**config.mk**
```make
export PLATFORM = sky130hd
export DESIGN_NAME = mux10_scan_ctrl_flat
export DESIGN_NICKNAME = d
export VERILOG_FILES = /design/src/rtl/mux10_scan_ctrl_if.sv /design/src/rtl/mux10_scan_ctrl.sv /design/src/flat_wrapper.sv
export SDC_FILE = /design/constraint.sdc
export NUM_CORES = 1
export LEC_CHECK = 0
export CAP_MARGIN = 40
export CORE_ASPECT_RATIO = 1.4
export CORE_MARGIN = 2
export CORE_UTILIZATION = 44
export CTS_CLUSTER_DIAMETER = 100
export CTS_CLUSTER_SIZE = 24
export DETAILED_ROUTE_END_ITERATION = 7
export GPL_TIMING_DRIVEN = 0
export PLACE_DENSITY = 0.87
export SYNTH_ARGS = -nofsm -noshare
export SYNTH_HDL_FRONTEND = slang
export SYNTH_SLANG_ARGS = --single-unit
```
**constraint.sdc**
```tcl
create_clock -name clk -period 2 [get_ports clk]
set_input_delay 0.3 -clock clk [delete_from_list [all_inputs] [get_ports clk]]
set_output_delay 0.3 -clock clk [all_outputs]
set_load 0.1 [all_outputs]
```
**src/rtl/mux10_scan_ctrl_if.sv**
```systemverilog
// Bundle between the scan controller and its environment: frame control,
// the 10:1 mux data/select bus, and the serial valid/ready output.
interface mux10_scan_ctrl_if #(parameter int DWELL_W = 8);
  logic               start;
  logic               abort;
  logic [DWELL_W-1:0] dwell;
  logic [9:0]         data_in;
  logic               mux_out;
  logic [9:0]         i_out;
  logic [3:0]         s_out;
  logic               ser_valid;
  logic               ser_ready;
  logic               ser_bit;
  logic [3:0]         ser_idx;
  logic               busy;
  logic               done;

  modport slave (
    input  start, abort, dwell, data_in, mux_out, ser_ready,
    output i_out, s_out, ser_valid, ser_bit, ser_idx, busy, done
  );

  modport master (
    output start, abort, dwell, data_in, mux_out, ser_ready,
    input  i_out, s_out, ser_valid, ser_bit, ser_idx, busy, done
  );
endinterface

```
**src/rtl/mux10_scan_ctrl.sv**
```systemverilog
// Paced 10-bit parallel-to-serial scanner driving an external 10:1 mux,
// LSB first, with a programmable settle time per channel.
module mux10_scan_ctrl #(
  parameter int DWELL_W = 8
) (
  input  logic               clk,
  input  logic               rst_n,
  mux10_scan_ctrl_if.slave   bus
);
  typedef enum logic [1:0] {IDLE, DWELL, SAMPLE, FIN} state_t;

  state_t             state_q;
  logic [9:0]         i_q;
  logic [3:0]         s_q;
  logic [DWELL_W-1:0] cnt_q;
  logic [DWELL_W-1:0] dwell_q;
  logic               valid_q;
  logic               busy_q;
  logic               done_q;

  always_ff @(posedge clk or negedge rst_n) begin
    if (!rst_n) begin
      state_q <= IDLE;
      i_q     <= '0;
      s_q     <= '0;
      cnt_q   <= '0;
      dwell_q <= '0;
      valid_q <= 1'b0;
      busy_q  <= 1'b0;
      done_q  <= 1'b0;
    end else begin
      case (state_q)
        IDLE: begin
          if (bus.start) begin
            i_q     <= bus.data_in;
            dwell_q <= bus.dwell;
            s_q     <= '0;
            cnt_q   <= '0;
            busy_q  <= 1'b1;
            state_q <= DWELL;
          end
        end
        DWELL: begin
          if (bus.abort) begin
            s_q     <= '0;
            cnt_q   <= '0;
            busy_q  <= 1'b0;
            state_q <= IDLE;
          end else begin
            cnt_q <= cnt_q + 1'b1;
            if (cnt_q == dwell_q) begin
              valid_q <= 1'b1;
              state_q <= SAMPLE;
            end
          end
        end
        SAMPLE: begin
          // Abort wins over a coincident handshake: that bit is dropped.
          if (bus.abort) begin
            s_q     <= '0;
            cnt_q   <= '0;
            valid_q <= 1'b0;
            busy_q  <= 1'b0;
            state_q <= IDLE;
          end else if (bus.ser_ready) begin
            valid_q <= 1'b0;
            if (s_q == 4'd9) begin
              busy_q  <= 1'b0;
              done_q  <= 1'b1;
              state_q <= FIN;
            end else begin
              s_q     <= s_q + 4'd1;
              cnt_q   <= '0;
              state_q <= DWELL;
            end
          end
        end
        FIN: begin
          done_q  <= 1'b0;
          s_q     <= '0;
          state_q <= IDLE;
        end
        default: begin
          valid_q <= 1'b0;
          busy_q  <= 1'b0;
          done_q  <= 1'b0;
          s_q     <= '0;
          state_q <= IDLE;
        end
      endcase
    end
  end

  assign bus.i_out     = i_q;
  assign bus.s_out     = s_q;
  assign bus.ser_valid = valid_q;
  assign bus.ser_bit   = valid_q & bus.mux_out;
  assign bus.ser_idx   = s_q;
  assign bus.busy      = busy_q;
  assign bus.done      = done_q;
endmodule

```
**src/flat_wrapper.sv**
```systemverilog
// flat-port wrapper written by rule: the top's interface ports become plain ports
module mux10_scan_ctrl_flat 
#(
  parameter int DWELL_W = 8
)
  (clk, rst_n, bus_start, bus_abort, bus_dwell, bus_data_in, bus_mux_out, bus_ser_ready, bus_i_out, bus_s_out, bus_ser_valid, bus_ser_bit, bus_ser_idx, bus_busy, bus_done);
  mux10_scan_ctrl_if #(.DWELL_W(DWELL_W)) bus_i ();
  input  logic clk;
  input  logic rst_n;
  input wire logic [$bits(bus_i.start)-1:0] bus_start;
  input wire logic [$bits(bus_i.abort)-1:0] bus_abort;
  input wire logic [$bits(bus_i.dwell)-1:0] bus_dwell;
  input wire logic [$bits(bus_i.data_in)-1:0] bus_data_in;
  input wire logic [$bits(bus_i.mux_out)-1:0] bus_mux_out;
  input wire logic [$bits(bus_i.ser_ready)-1:0] bus_ser_ready;
  output wire logic [$bits(bus_i.i_out)-1:0] bus_i_out;
  output wire logic [$bits(bus_i.s_out)-1:0] bus_s_out;
  output wire logic [$bits(bus_i.ser_valid)-1:0] bus_ser_valid;
  output wire logic [$bits(bus_i.ser_bit)-1:0] bus_ser_bit;
  output wire logic [$bits(bus_i.ser_idx)-1:0] bus_ser_idx;
  output wire logic [$bits(bus_i.busy)-1:0] bus_busy;
  output wire logic [$bits(bus_i.done)-1:0] bus_done;
  assign bus_i.start = bus_start;
  assign bus_i.abort = bus_abort;
  assign bus_i.dwell = bus_dwell;
  assign bus_i.data_in = bus_data_in;
  assign bus_i.mux_out = bus_mux_out;
  assign bus_i.ser_ready = bus_ser_ready;
  assign bus_i_out = bus_i.i_out;
  assign bus_s_out = bus_i.s_out;
  assign bus_ser_valid = bus_i.ser_valid;
  assign bus_ser_bit = bus_i.ser_bit;
  assign bus_ser_idx = bus_i.ser_idx;
  assign bus_busy = bus_i.busy;
  assign bus_done = bus_i.done;
  mux10_scan_ctrl #(.DWELL_W(DWELL_W)) u_core (.clk(clk), .rst_n(rst_n), .bus(bus_i));
endmodule
```
==> flow_summary.json, run 1 <==
{
  "dr.pass1.iters": 4,
  "setup_slack_ns": 0.0280,
  "fin_crit_sh_pct": 98.6,
  "overflow": 0,
  "critical_path_required_ns": 2.22,
  "cts_tree": "yes",
  "placedCellCount": 270,
  "synth_area_um2": 1800,
  "synthSimpleGateAreaFrac_pct": 13.3,
  "ff2ff_setup_slack_ns": 0.03,
  "critPathLaunchType": "flip-flop",
  "setup_viol": 0,
  "cts_sinks": 35,
  "slew_headroom_pct": 47.6,
  "num_rows": 27,
  "p_leak_nw": 1.24,
  "synth_xor_area_share_pct": 3.89,
  "rr_worst_depth": 7,
  "gp_congestion": 0.885,
  "finalPower_mw": 3.93,
  "slew_violations": 0,
  "syn_inst": 160,
  "dp_hpwl_um": 3200,
  "tightest_slew_ns": 0.785,
  "cap_violations": 0,
  "wl_per_cell_um": 16.8,
  "grt_pass1_wl_um": 7890,
  "drive_gt1_share_pct": 37.2,
  "async_flop_share_pct": 100,
  "rsz0062_at_grt": "yes",
  "clk-insertion-delay-late_ns": 0.29,
  "cts-buffers-inserted": 5,
  "crit_family": "simple AND/OR/NAND/NOR gates",
  "synthMuxAreaShare_pct": 13.0,
  "vias_per_cell": 5.41,
  "synth-edff-count": 0,
  "yosysTopAreaCellShare_pct": 48.6,
  "antenna_left": 0,
  "arrival_ns": 2.19,
  "r2r-end": "u_core.bus.s_out[3]",
  "die_w_um": 58.1,
  "synth_top_family_by_area": "simple AND/OR/NAND/NOR gates",
  "power-per-cell-area_nw_per_um2": 1370,
  "path_clk_slew_ns": 0.07,
  "wl_um": 4790,
  "crit_chain": "inv_2, ha_4, and2b_2, or3_4, buf_8, or4_4, nand3_2",
  "diodes": 0,
  "h-tree-depth": 2,
  "grt_antenna_before_repair": 0,
  "synth.area.top_cells": "dfrtp_1, mux2_2, ha_1",
  "die_area_um2": 4630,
  "final_nets": 273,
  "drcViolationCount": 0,
  "peakVddDrop_mv": 1.46,
  "fp.dieH_um": 79.7,
  "path_max_fanout": 4,
  "grtUsageTotal_pct": 22.7,
  "path_buf_inv": 2,
  "dpl_cell_area_um2": 2660,
  "core_um2": 3920,
  "syn_area_per_cell_um2": 11.3,
  "min_period_ns": 1.97,
  "fin_cells": 285,
  "grt_start_max_net_pins": 36,
  "clockBufferDepth": 2,
  "ys_seq_area_share_pct": 48.6,
  "finalHoldViolations": 0,
  "crit_path_max_incr_delay_ns": 0.42,
  "io_pins": 46,
  "hold_path_class": "in -> async",
  "portBuffers": 45,
  "skew_ns": 0.00545,
  "fin_area_um2": 2870,
  "synth_compound_area_share_pct": 10.8,
  "max_freq_mhz": 507,
  "syn2layout_area_growth_pct": 59.3,
  "initial_core_util_pct": 45.9,
  "status": "finished, final reports clean",
  "synth_seq_cells": 35,
  "ys_types": 37,
  "synth_top_area_cell": "dfrtp_1",
  "finish.utilization_pct": 73.2,
  "cpMaxStageDelayCell": "dfrtp_2",
  "synth_ff_type": "dfrtp_1",
  "grt_pass1_vias": 1686,
  "synthAdderAreaFrac_pct": 5.56,
  "crit_type": "reg -> reg",
  "yosysWarningCount": 0,
  "cp-end-kind": "flip-flop",
  "reg2reg_from": "u_core.state_q[1]",
  "drtIter0Drc": 42,
  "num_vias": 1543,
  "dp_slack_ns": -0.334,
  "cts-root-buf": "clkbuf_8",
  "synth_fp_nets": 192
}
layout by cell type, fill, tap and decap left out, drive strengths merged, types with 7 or more instances in the layout:
master,Yosys,final
o21ai,11,11
nor2,9,9
inv,7,7
ha,8,8
mux2,19,19
xnor2,8,8
buf,6,38
dfrtp,35,35
nand2,10,10
clkdlybuf4s50,0,42
clkbuf,2,8
cells by family after synthesis:
group	after synthesis
mux	21
simple gates	45
xor+xnor	8
buf+inv	15
flops	35
compound gates	28
fa+ha+maj	8
timing repair:
item,in CTS,in global routing
hold buffers,0,0
gates resized for setup,11,13
setup endpoints to repair,18,20
setup buffers,6,3
pin swaps,2,2
worst reg2reg max path, cell delays in order (launching register included):
cell and delay [ns]:
dfrtp_2 0.42, inv_2 0.08, ha_4 0.17, and2b_2 0.20
or3_4 0.39, buf_8 0.13, or4_4 0.42, nand3_2 0.09
layer usage:
metal,part of all wire (%),GRT usage [%]
met1,38,26.1
met2,56,40.5
met3,4.1,5.19
met4,1.9,8.14
met5,0,0
worst max-delay path by stage:
stage,start,to,slack (ns),cells past startpoint
floorplan,u_core.bus.s_out[1],u_core.cnt_q[7],-0.15,9
global placement,rst_n,u_core.bus.s_out[0],-0.34,1
detailed placement,bus_abort,u_core.cnt_q[7],-0.33,8
CTS,u_core.bus.s_out[0],bus_ser_idx[0],-0.009,4
global route,u_core.bus.s_out[0],u_core.cnt_q[7],-0.02,7
finish,u_core.state_q[1],u_core.bus.s_out[3],0.03,7
Yosys cell counts, types with 3 or more instances:
| cell type | count |
|---|---|
| nand2_1 | 10 |
| nand3_1 | 6 |
| mux2_2 | 19 |
| xnor2_1 | 8 |
| and3_1 | 3 |
| buf_4 | 4 |
| ha_1 | 8 |
| o31ai_1 | 6 |
| inv_1 | 7 |
| o21ai_1 | 3 |
| nor2_1 | 8 |
| dfrtp_1 | 35 |
| o21ai_0 | 8 |
| and2_1 | 3 |
| nand2b_1 | 4 |
stage by stage:
step	hold slack [ns]	TNS (ns)
global route	0.152	-0.0221
global placement	0.487	-8.12
CTS	0.113	-0.0106
floorplan	0.00441	-0.781
finish	0.0851	0
detailed placement	0.421	-2.76
layout make-up:
class | count | area [um2]
buffer | 7 | 61.3
tap | 43 | 53.8
fill | 227 | 1050
timing repair buffer | 75 | 837
clock inverter | 1 | 5.00
clock buffer | 7 | 76.3
multi-input combinational | 110 | 920
inverter | 7 | 26.3
sequential | 35 | 888
state kept, by name, summed over array words and instances, names as in the netlist:
signal,cells
u_core.bus.ser_valid,1
u_core.cnt_q,8
u_core.dwell_q,8
u_core.bus.done,1
u_core.bus.i_out,10
u_core.state_q,2
u_core.bus.s_out,4
u_core.bus.busy,1
power breakdown:
| group | leakage (nW) | internal [mW] | switching, mW |
|---|---|---|---|
| registers | 0.428 | 0.935 | 0.177 |
| clock network | 0.0422 | 0.244 | 0.251 |
| logic | 0.768 | 0.963 | 1.36 |
| total | 1.24 | 2.14 | 1.79 |
Note: power is estimated with default switching activity, not from simulation.
==> run 2: changes to the inputs <==
Settings changed: CORE_ASPECT_RATIO 1.4 to 1.75.
==> run 2 against run 1 <==
Non-clock buffer count shrank 3. Total power is essentially flat. Die area grew 0.27%. Worst setup slack is essentially flat. Largest cell class unchanged. Critical endpoint is now u_core.cnt_q[7]. Highest routed layer unchanged. Cell count grew 0.35%. First-iteration DRC count grew 24%.
==> flow_summary.json, run 2 (synthesis results as in run 1) <==
{
  "cts_sinks": 35,
  "met1_usage_pct": 23.8,
  "grt_pass1_wl_um": 7340,
  "drtIter0Drc": 52,
  "grtUsageMet3_pct": 4.73,
  "critical_path_required_ns": 2.19,
  "dp_slack_ns": -0.377,
  "path_clk_slew_ns": 0.07,
  "syn2layout_area_growth_pct": 58.8,
  "wl_um": 4580,
  "tightest_slew_ns": 0.762,
  "num_vias": 1540,
  "status": "finished, final reports clean",
  "critPathLaunchType": "flip-flop",
  "wl_per_cell_um": 16.0,
  "core_um2": 3900,
  "drcViolationCount": 0,
  "finalHoldViolations": 0,
  "cap_violations": 0,
  "clk-insertion-delay-late_ns": 0.28,
  "fillCellCount": 244,
  "largest_register_ffs": 10,
  "ctsHoldBuffers": 0,
  "slew_violations": 0,
  "h-tree-depth": 2,
  "max_freq_mhz": 507,
  "diodes": 0,
  "placedCellCount": 275,
  "grt_start_max_net_pins": 36,
  "min_period_ns": 1.97,
  "cp-end-kind": "flip-flop",
  "dp_hpwl_um": 3170,
  "dr.pass1.iters": 4,
  "cts_tree": "yes",
  "die_area_um2": 4640,
  "cts-buffers-inserted": 5,
  "peakVddDrop_mv": 1.34,
  "grt_busiest_layer": "met2",
  "power-per-cell-area_nw_per_um2": 1380,
  "rsz0062_at_grt": "yes",
  "fin_cells": 286,
  "arrival_ns": 2.16,
  "overflow": 0,
  "gp_congestion": 0.829,
  "setup_slack_ns": 0.0281,
  "die_w_um": 52.4,
  "antenna_left": 0,
  "layout_common_cells": "clkdlybuf4s50_1, dfrtp_1, buf_8, mux2_2, buf_4",
  "setup_viol": 0,
  "crit_type": "reg -> reg",
  "p_leak_nw": 1.22,
  "num_rows": 30,
  "grt_antenna_before_repair": 0,
  "grt_use_met2_pct": 37.6,
  "ff2ff_setup_slack_ns": 0.03,
  "hold_path_class": "in -> async",
  "vias_per_cell": 5.38,
  "fp.dieH_um": 88.6,
  "io_pins": 46,
  "slew_headroom_pct": 49.2,
  "final_nets": 270,
  "path_max_fanout": 7,
  "cts-root-buf": "clkbuf_8",
  "skew_ns": 0.00683,
  "grt_pass1_vias": 1662,
  "grtUsageTotal_pct": 21.9,
  "drive_gt1_share_pct": 36.1,
  "initial_core_util_pct": 46.1,
  "final_common_cell": "clkdlybuf4s50_1",
  "fin_crit_sh_pct": 98.6,
  "tns_ns": 0,
  "portBuffers": 45,
  "clockBufferDepth": 2
}
## run 2: path summary, 6_finish.rpt
check / start / to / cells after the start
hold / removal: rst_n / u_core.dwell_q[7] / 1
setup / recovery: u_core.bus.s_out[0] / u_core.cnt_q[7] / 7
hold reg to reg: u_core.bus.i_out[7] / u_core.bus.i_out[7] / 1
setup reg to reg: u_core.bus.s_out[0] / u_core.cnt_q[7] / 7
max in group asynchronous: rst_n / u_core.bus.s_out[0] / 1
min in group clk: bus_abort / u_core.bus.ser_valid / 2
## run 2: where the power goes
| group | internal, mW | total, mW | switching [mW] | leakage (nW) |
|---|---|---|---|---|
| clock network | 0.270 | 0.511 | 0.241 | 0.0470 |
| logic | 0.954 | 2.33 | 1.37 | 0.747 |
| registers | 0.933 | 1.10 | 0.165 | 0.429 |
## run 2: final cells by class
class	instances	area [um2]	share of cell area [%]
clock inverter	1	5.00	0.175
timing repair buffer	74	830	29.0
buffer	5	41.3	1.44
inverter	7	26.3	0.919
sequential	35	887	31.0
clock buffer	6	82.6	2.89
multi-input combinational	110	927	32.4
tap	48	60.1	2.10
## run 2: timing repair
item	4_1_cts	5_1_grt
pin swaps	1	1
setup buffers	5	3
endpoints found under the setup margin	18	8
gates resized for setup	7	14
## run 2: per-layer routing
metal / share of wire [%] / vias to the layer above
li1: - / 719
met2: 57 / 57
met5: 0 / -
met1: 36 / 749
met4: 3.6 / 0
met3: 3.2 / 15
## run 2: through the flow
step	instance area [um2]	hold WS (ns)	power (mW)	utilization, %
CTS	2800	0.105	3.89	71.7
detailed placement	2670	0.415	3.35	68.4
global placement	2340	0.488	2.90	60.1
floorplan	1830	0.00441	2.50	-
global route	2860	0.162	4.11	73.2
finish	2860	0.0801	3.93	73.2
## run 2: critical path, cell delays in order, from the launching register on
cell      delay (ns)
dfrtp_4         0.49
ha_4            0.16
nand3b_1        0.16
nor2_2          0.08
or3_4           0.41
or2_0           0.24
buf_6           0.15
o41ai_2         0.18
